<file path="src/rtl/pipe_valid_tracker.sv">
// Per-stage valid tracking for the 7-stage pipe (F1,F2,DE,EX,M1,M2,WB) with stall/flush/redirect/freeze,
// retire pulse, drain flag and stall watchdog. Optional perf counters under `PIPE_PERF_CNT_EN.
module pipe_valid_tracker #(
    parameter int STALL_TIMEOUT = 64,
    parameter int WDT_W         = 8,
    parameter int CNT_W         = 32
) (
    input  logic             clk,
    input  logic             rst_n,
    input  logic             fetch_valid,
    input  logic             mem_freeze,
    input  logic             redirect_ex,
    input  logic             stall_pc,
    input  logic             stall_f2,
    input  logic             stall_de,
    input  logic             stall_ex,
    input  logic             flush_ex,
    input  logic             flush_m1,
    output logic             f1_valid,
    output logic             f2_valid,
    output logic             de_valid,
    output logic             ex_is_a_inst,
    output logic             m1_is_a_inst,
    output logic             m2_is_a_inst,
    output logic             wb_is_a_inst,
    output logic             redirect_take,
    output logic             rear_empty,
    output logic             instret,
    output logic             deadlock_err,
    output logic [CNT_W-1:0] perf_cycles,
    output logic [CNT_W-1:0] perf_instret,
    output logic [CNT_W-1:0] perf_stall,
    output logic [CNT_W-1:0] perf_bubble
);

    localparam logic [WDT_W-1:0] WDT_MAX = WDT_W'(STALL_TIMEOUT);

    logic f1_q, f2_q, de_q, ex_q, m1_q, m2_q, wb_q;
    logic f1_d, f2_d, de_d, ex_d, m1_d, m2_d, wb_d;
    logic [WDT_W-1:0] wdt_q, wdt_d;
    logic dl_q, dl_d;

    assign redirect_take = redirect_ex & ex_q & ~stall_ex & ~mem_freeze;
    assign instret       = wb_q & ~mem_freeze;
    assign rear_empty    = ~(ex_q | m1_q | m2_q | wb_q);

    assign f1_valid     = f1_q;
    assign f2_valid     = f2_q;
    assign de_valid     = de_q;
    assign ex_is_a_inst = ex_q;
    assign m1_is_a_inst = m1_q;
    assign m2_is_a_inst = m2_q;
    assign wb_is_a_inst = wb_q;
    assign deadlock_err = dl_q;

    always_comb begin
        f1_d = f1_q;
        f2_d = f2_q;
        de_d = de_q;
        ex_d = ex_q;
        m1_d = m1_q;
        m2_d = m2_q;
        wb_d = wb_q;
        if (!mem_freeze) begin
            // A stage that is not stalled takes its predecessor, or a bubble if the predecessor is held.
            if (!stall_pc) f1_d = fetch_valid;
            if (!stall_f2) f2_d = stall_pc ? 1'b0 : f1_q;
            if (!stall_de) de_d = stall_f2 ? 1'b0 : f2_q;
            if (!stall_ex) ex_d = stall_de ? 1'b0 : de_q;
            if (flush_ex)  ex_d = 1'b0;
            m1_d = (flush_m1 | stall_ex) ? 1'b0 : ex_q;
            m2_d = m1_q;
            wb_d = m2_q;
            if (redirect_take) begin
                f1_d = 1'b0;
                f2_d = 1'b0;
                de_d = 1'b0;
            end
        end
    end

    always_comb begin
        wdt_d = wdt_q;
        dl_d  = dl_q;
        if (!mem_freeze) begin
            if (stall_pc) begin
                if (wdt_q != WDT_MAX) wdt_d = wdt_q + 1'b1;
                if (wdt_q == WDT_MAX - 1'b1) dl_d = 1'b1;
            end else begin
                wdt_d = '0;
            end
        end
    end

    always_ff @(posedge clk or negedge rst_n) begin
        if (!rst_n) begin
            f1_q  <= 1'b0;
            f2_q  <= 1'b0;
            de_q  <= 1'b0;
            ex_q  <= 1'b0;
            m1_q  <= 1'b0;
            m2_q  <= 1'b0;
            wb_q  <= 1'b0;
            wdt_q <= '0;
            dl_q  <= 1'b0;
        end else begin
            f1_q  <= f1_d;
            f2_q  <= f2_d;
            de_q  <= de_d;
            ex_q  <= ex_d;
            m1_q  <= m1_d;
            m2_q  <= m2_d;
            wb_q  <= wb_d;
            wdt_q <= wdt_d;
            dl_q  <= dl_d;
        end
    end

`ifdef PIPE_PERF_CNT_EN
    logic [CNT_W-1:0] cyc_q, ret_q, stl_q, bub_q;
    logic             bubble_ev;

    // Several bubble sources in one cycle still count as a single event.
    assign bubble_ev = (flush_ex | flush_m1 | redirect_take) & ~mem_freeze;

    always_ff @(posedge clk or negedge rst_n) begin
        if (!rst_n) begin
            cyc_q <= '0;
            ret_q <= '0;
            stl_q <= '0;
            bub_q <= '0;
        end else begin
            cyc_q <= cyc_q + 1'b1;
            if (instret) ret_q <= ret_q + 1'b1;
            if (stall_pc && !mem_freeze) stl_q <= stl_q + 1'b1;
            if (bubble_ev) bub_q <= bub_q + 1'b1;
        end
    end

    assign perf_cycles  = cyc_q;
    assign perf_instret = ret_q;
    assign perf_stall   = stl_q;
    assign perf_bubble  = bub_q;
`else
    assign perf_cycles  = '0;
    assign perf_instret = '0;
    assign perf_stall   = '0;
    assign perf_bubble  = '0;
`endif

endmodule

</file>
<file path="config.mk">
export PLATFORM = sky130hd
export DESIGN_NAME = pipe_valid_tracker
export DESIGN_NICKNAME = d
export VERILOG_FILES = /design/src/rtl/pipe_valid_tracker.sv
export SDC_FILE = /design/constraint.sdc
export NUM_CORES = 1
export LEC_CHECK = 0
export CAP_MARGIN = 20
export CORE_UTILIZATION = 33
export CTS_CLUSTER_SIZE = 10
export DETAILED_ROUTE_END_ITERATION = 16
export PLACE_DENSITY = 0.82
export SLEW_MARGIN = 10
export SYNTH_ARGS = -nofsm -noshare
export SYNTH_HDL_FRONTEND = slang
export SYNTH_SLANG_ARGS = --single-unit
</file>
<file path="constraint.sdc">
create_clock -name clk -period 1.9 [get_ports clk]
set_clock_uncertainty 0.05 [all_clocks]
set_input_delay 0.57 -clock clk [delete_from_list [all_inputs] [get_ports clk]]
set_output_delay 0.57 -clock clk [all_outputs]
set_load 0.005 [all_outputs]
</file>
==> reports/qor.yml, run 1 <==
run_status:
  status: "finished clean"
yosys:
  syn_area_per_cell_um2: 8.269
  synth_top_area_share_pct: 52.82
  ys_seq_area_share_pct: 22.01
  synth_cell_types: 32
  dominantRegCellSynth: "dfrtp_1"
  synth_common_cells: "buf_4 (128), dfrtp_1 (16), nand2_1 (11), o21ai_0 (11)"
  synth_seq_cells: 16
  yosysMostFrequentCell: "buf_4"
  yosysWarnings: 0
  async_reset_ff_share_pct: 100.0
  syn_area_um2: 1819
  synth-edff-count: 0
  synthCells: 220
  synth.top_cells.by_area: "buf_4 (53%), dfrtp_1 (22%), o21ai_0 (3.0%)"
  yosys.area.top_type: "buf_4"
critical_path:
  worstSetupStartpointType: "input port"
  end_kind: "flop"
  worstReg2RegStart: "wdt_q[2]"
  critPathRequiredTime_ns: 2.03
  critPathMaxFanout: 3
  crit_type: "input port to flop"
  arrival_ns: 1.99
  ff2ff_path_depth: 5
  rr_endpoint: "wdt_q[3]"
  r2r_setup_slack_ns: 0.24
routing:
  wl_um: 2633
  routed_via_density: 3.509
  wl_per_cell_um: 8.127
  via_count: 1137
  drcViolationCount: 0
  ant_nets: 0
  drtPass1Iterations: 4
  drtIter0Drc: 16
clocking:
  hold_buffers: 0
  htreeDepth: 1
  cts_tree: "done"
  clk_latency_ns: 0.25
  clk_pin_slew_worst_paths_ns: 0.06
  cts_sinks: 16
  cts-buffers-inserted: 3
  clock_path_buffers: 2
  root_buffer: "clkbuf_8"
sta:
  slew_violations: 0
  finalCritPeriodShare_pct: 97.85
  period_needed_ns: 1.859
  setup_viol: 0
  finalHoldViolCount: 0
  setup_slack_ns: 0.04082
  fmax_ghz: 0.5379
  rsz0062_at_grt: "false"
  hold_ws_ns: 0.4283
floorplan:
  coreArea_um2: 5205
  rows: 26
  initial_core_util_pct: 34.95
  die_height_um: 76.25
  chipWidth_um: 76.25
  fp.dieArea_um2: 5814
  ios: 150
power_and_ir_drop:
  pwr_density_cell_nw_per_um2: 503.1
  peakVddDrop_mv: 0.3329
  p_leak_nw: 0.9545
grt:
  grt_pass1_vias: 823
  overflow: 0
  grt_antenna_before_repair: 0
  grt_max_degree: 20
  track_usage_pct: 7.987
  grt_pass1_wl_um: 3795
placement:
  dp_slack_ns: -0.5826
  place.gp.congestion: 0.8230
  placed_area_um2: 1704
  hpwl_um: 2159
  port-buffer-count: 21
cells_and_area:
  fin_area_um2: 1763
  drive_above_1_share_pct: 10.63
  syn_to_final_growth_pct: -3.095
  antenna_cells: 0
  fin_nets: 268
  finalCoreUtilization_pct: 33.87
worst_hold_path:
  hold_start: "deadlock_err"
  hold_path_end: "deadlock_err"
  hold_path_class: "flop to flop"
  hold_depth: 1
run:
  maxCapViolCount: 0
## power breakdown
part	switching, mW	internal (mW)
logic	0.121	0.0736
registers	0.0284	0.364
clock network	0.116	0.184
total	0.266	0.621
## repair_timing
action | 4_1_cts | 5_1_grt
hold endpoints to repair | 0 | 0
gates resized for setup | 14 | 0
setup endpoints to repair | 9 | 1
setup buffers | 1 | 0
pin swaps | 1 | 1
## per-stage QoR
stage | std cells | power, mW | setup TNS [ns]
floorplan | 347 | 0.6986 | 0
global placement | 319 | 0.5819 | -3.135
detailed placement | 319 | 0.5889 | -3.481
CTS | 324 | 0.8874 | 0
global route | 324 | 0.9412 | 0
finish | 324 | 0.8869 | 0
## registers in the layout, indices dropped and copies added, names as in the netlist
signal / count
wdt_q: 8
de_valid: 1
deadlock_err: 1
ex_is_a_inst: 1
f1_valid: 1
f2_valid: 1
m1_is_a_inst: 1
m2_is_a_inst: 1
wb_is_a_inst: 1
## worst max-delay path, stage by stage
cell and delay, ns:
clkdlybuf4s50_1 0.43, nor2b_4 0.15, a41o_4 0.28, or4_1 0.47, o21ai_1 0.08
## layer usage
layer	GRT usage, %	vias up	part of all wire (%)
met5	0	-	0
met4	2.885	0	0.68
met3	1.437	2	11
met2	13.15	87	52
met1	10.37	526	37
li1	-	522	-
## layout by cell type, fill, tap and decap left out, types with 4 or more instances in the layout
cell | synthesis | layout
clkdlybuf4s50_1 | 0 | 15
nand3_1 | 4 | 4
clkbuf_8 | 0 | 4
nor2_1 | 7 | 7
inv_1 | 7 | 7
dlygate4sd2_1 | 0 | 4
nand2_1 | 11 | 11
buf_4 | 128 | 13
o21ai_0 | 11 | 11
dfrtp_1 | 16 | 16
a21oi_1 | 6 | 6
conb_1 | 1 | 128
## cells by family after synthesis
family | synth area share (%)
buffers and inverters | 55.30
AND/OR/NAND/NOR | 10.45
AO/OA/AOI/OAI | 8.872
flip-flops | 22.01
multiplexers | 1.788
adder cells (fa/ha/maj) | 1.375
other | 0.2061
## cell type report
cell class / instances / area [um2]
fillers: 557 / 3442
clock buffers: 4 / 55.05
repair buffers: 34 / 292.8
inverters: 7 / 26.28
multi-input cells: 193 / 900.9
well taps: 70 / 87.58
flip-flops and latches: 16 / 400.4
## worst max-delay path by stage
| stage | slack [ns] | to | from |
|---|---|---|---|
| 6_report | 0.04 | wdt_q[4] | stall_pc |
| 3_5_place_dp | -0.58 | redirect_take | redirect_ex |
| 3_3_place_gp | -0.54 | redirect_take | redirect_ex |
| 2_1_floorplan | 0.1 | instret | mem_freeze |
| 5_1_grt | 0.006 | rear_empty | m2_is_a_inst |
| 4_1_cts | 0.04 | wdt_q[4] | stall_pc |
Note: power is estimated with default switching activity, not from simulation.
==> run 2, diff against run 1 <==
Settings changed: ABC_CLOCK_PERIOD_IN_PS set to 1900, GPL_ROUTABILITY_DRIVEN set to 0, SLEW_MARGIN 10 to unset.
==> results of run 2 <==
Final layout, timing and power as in run 1 (identical DEF).
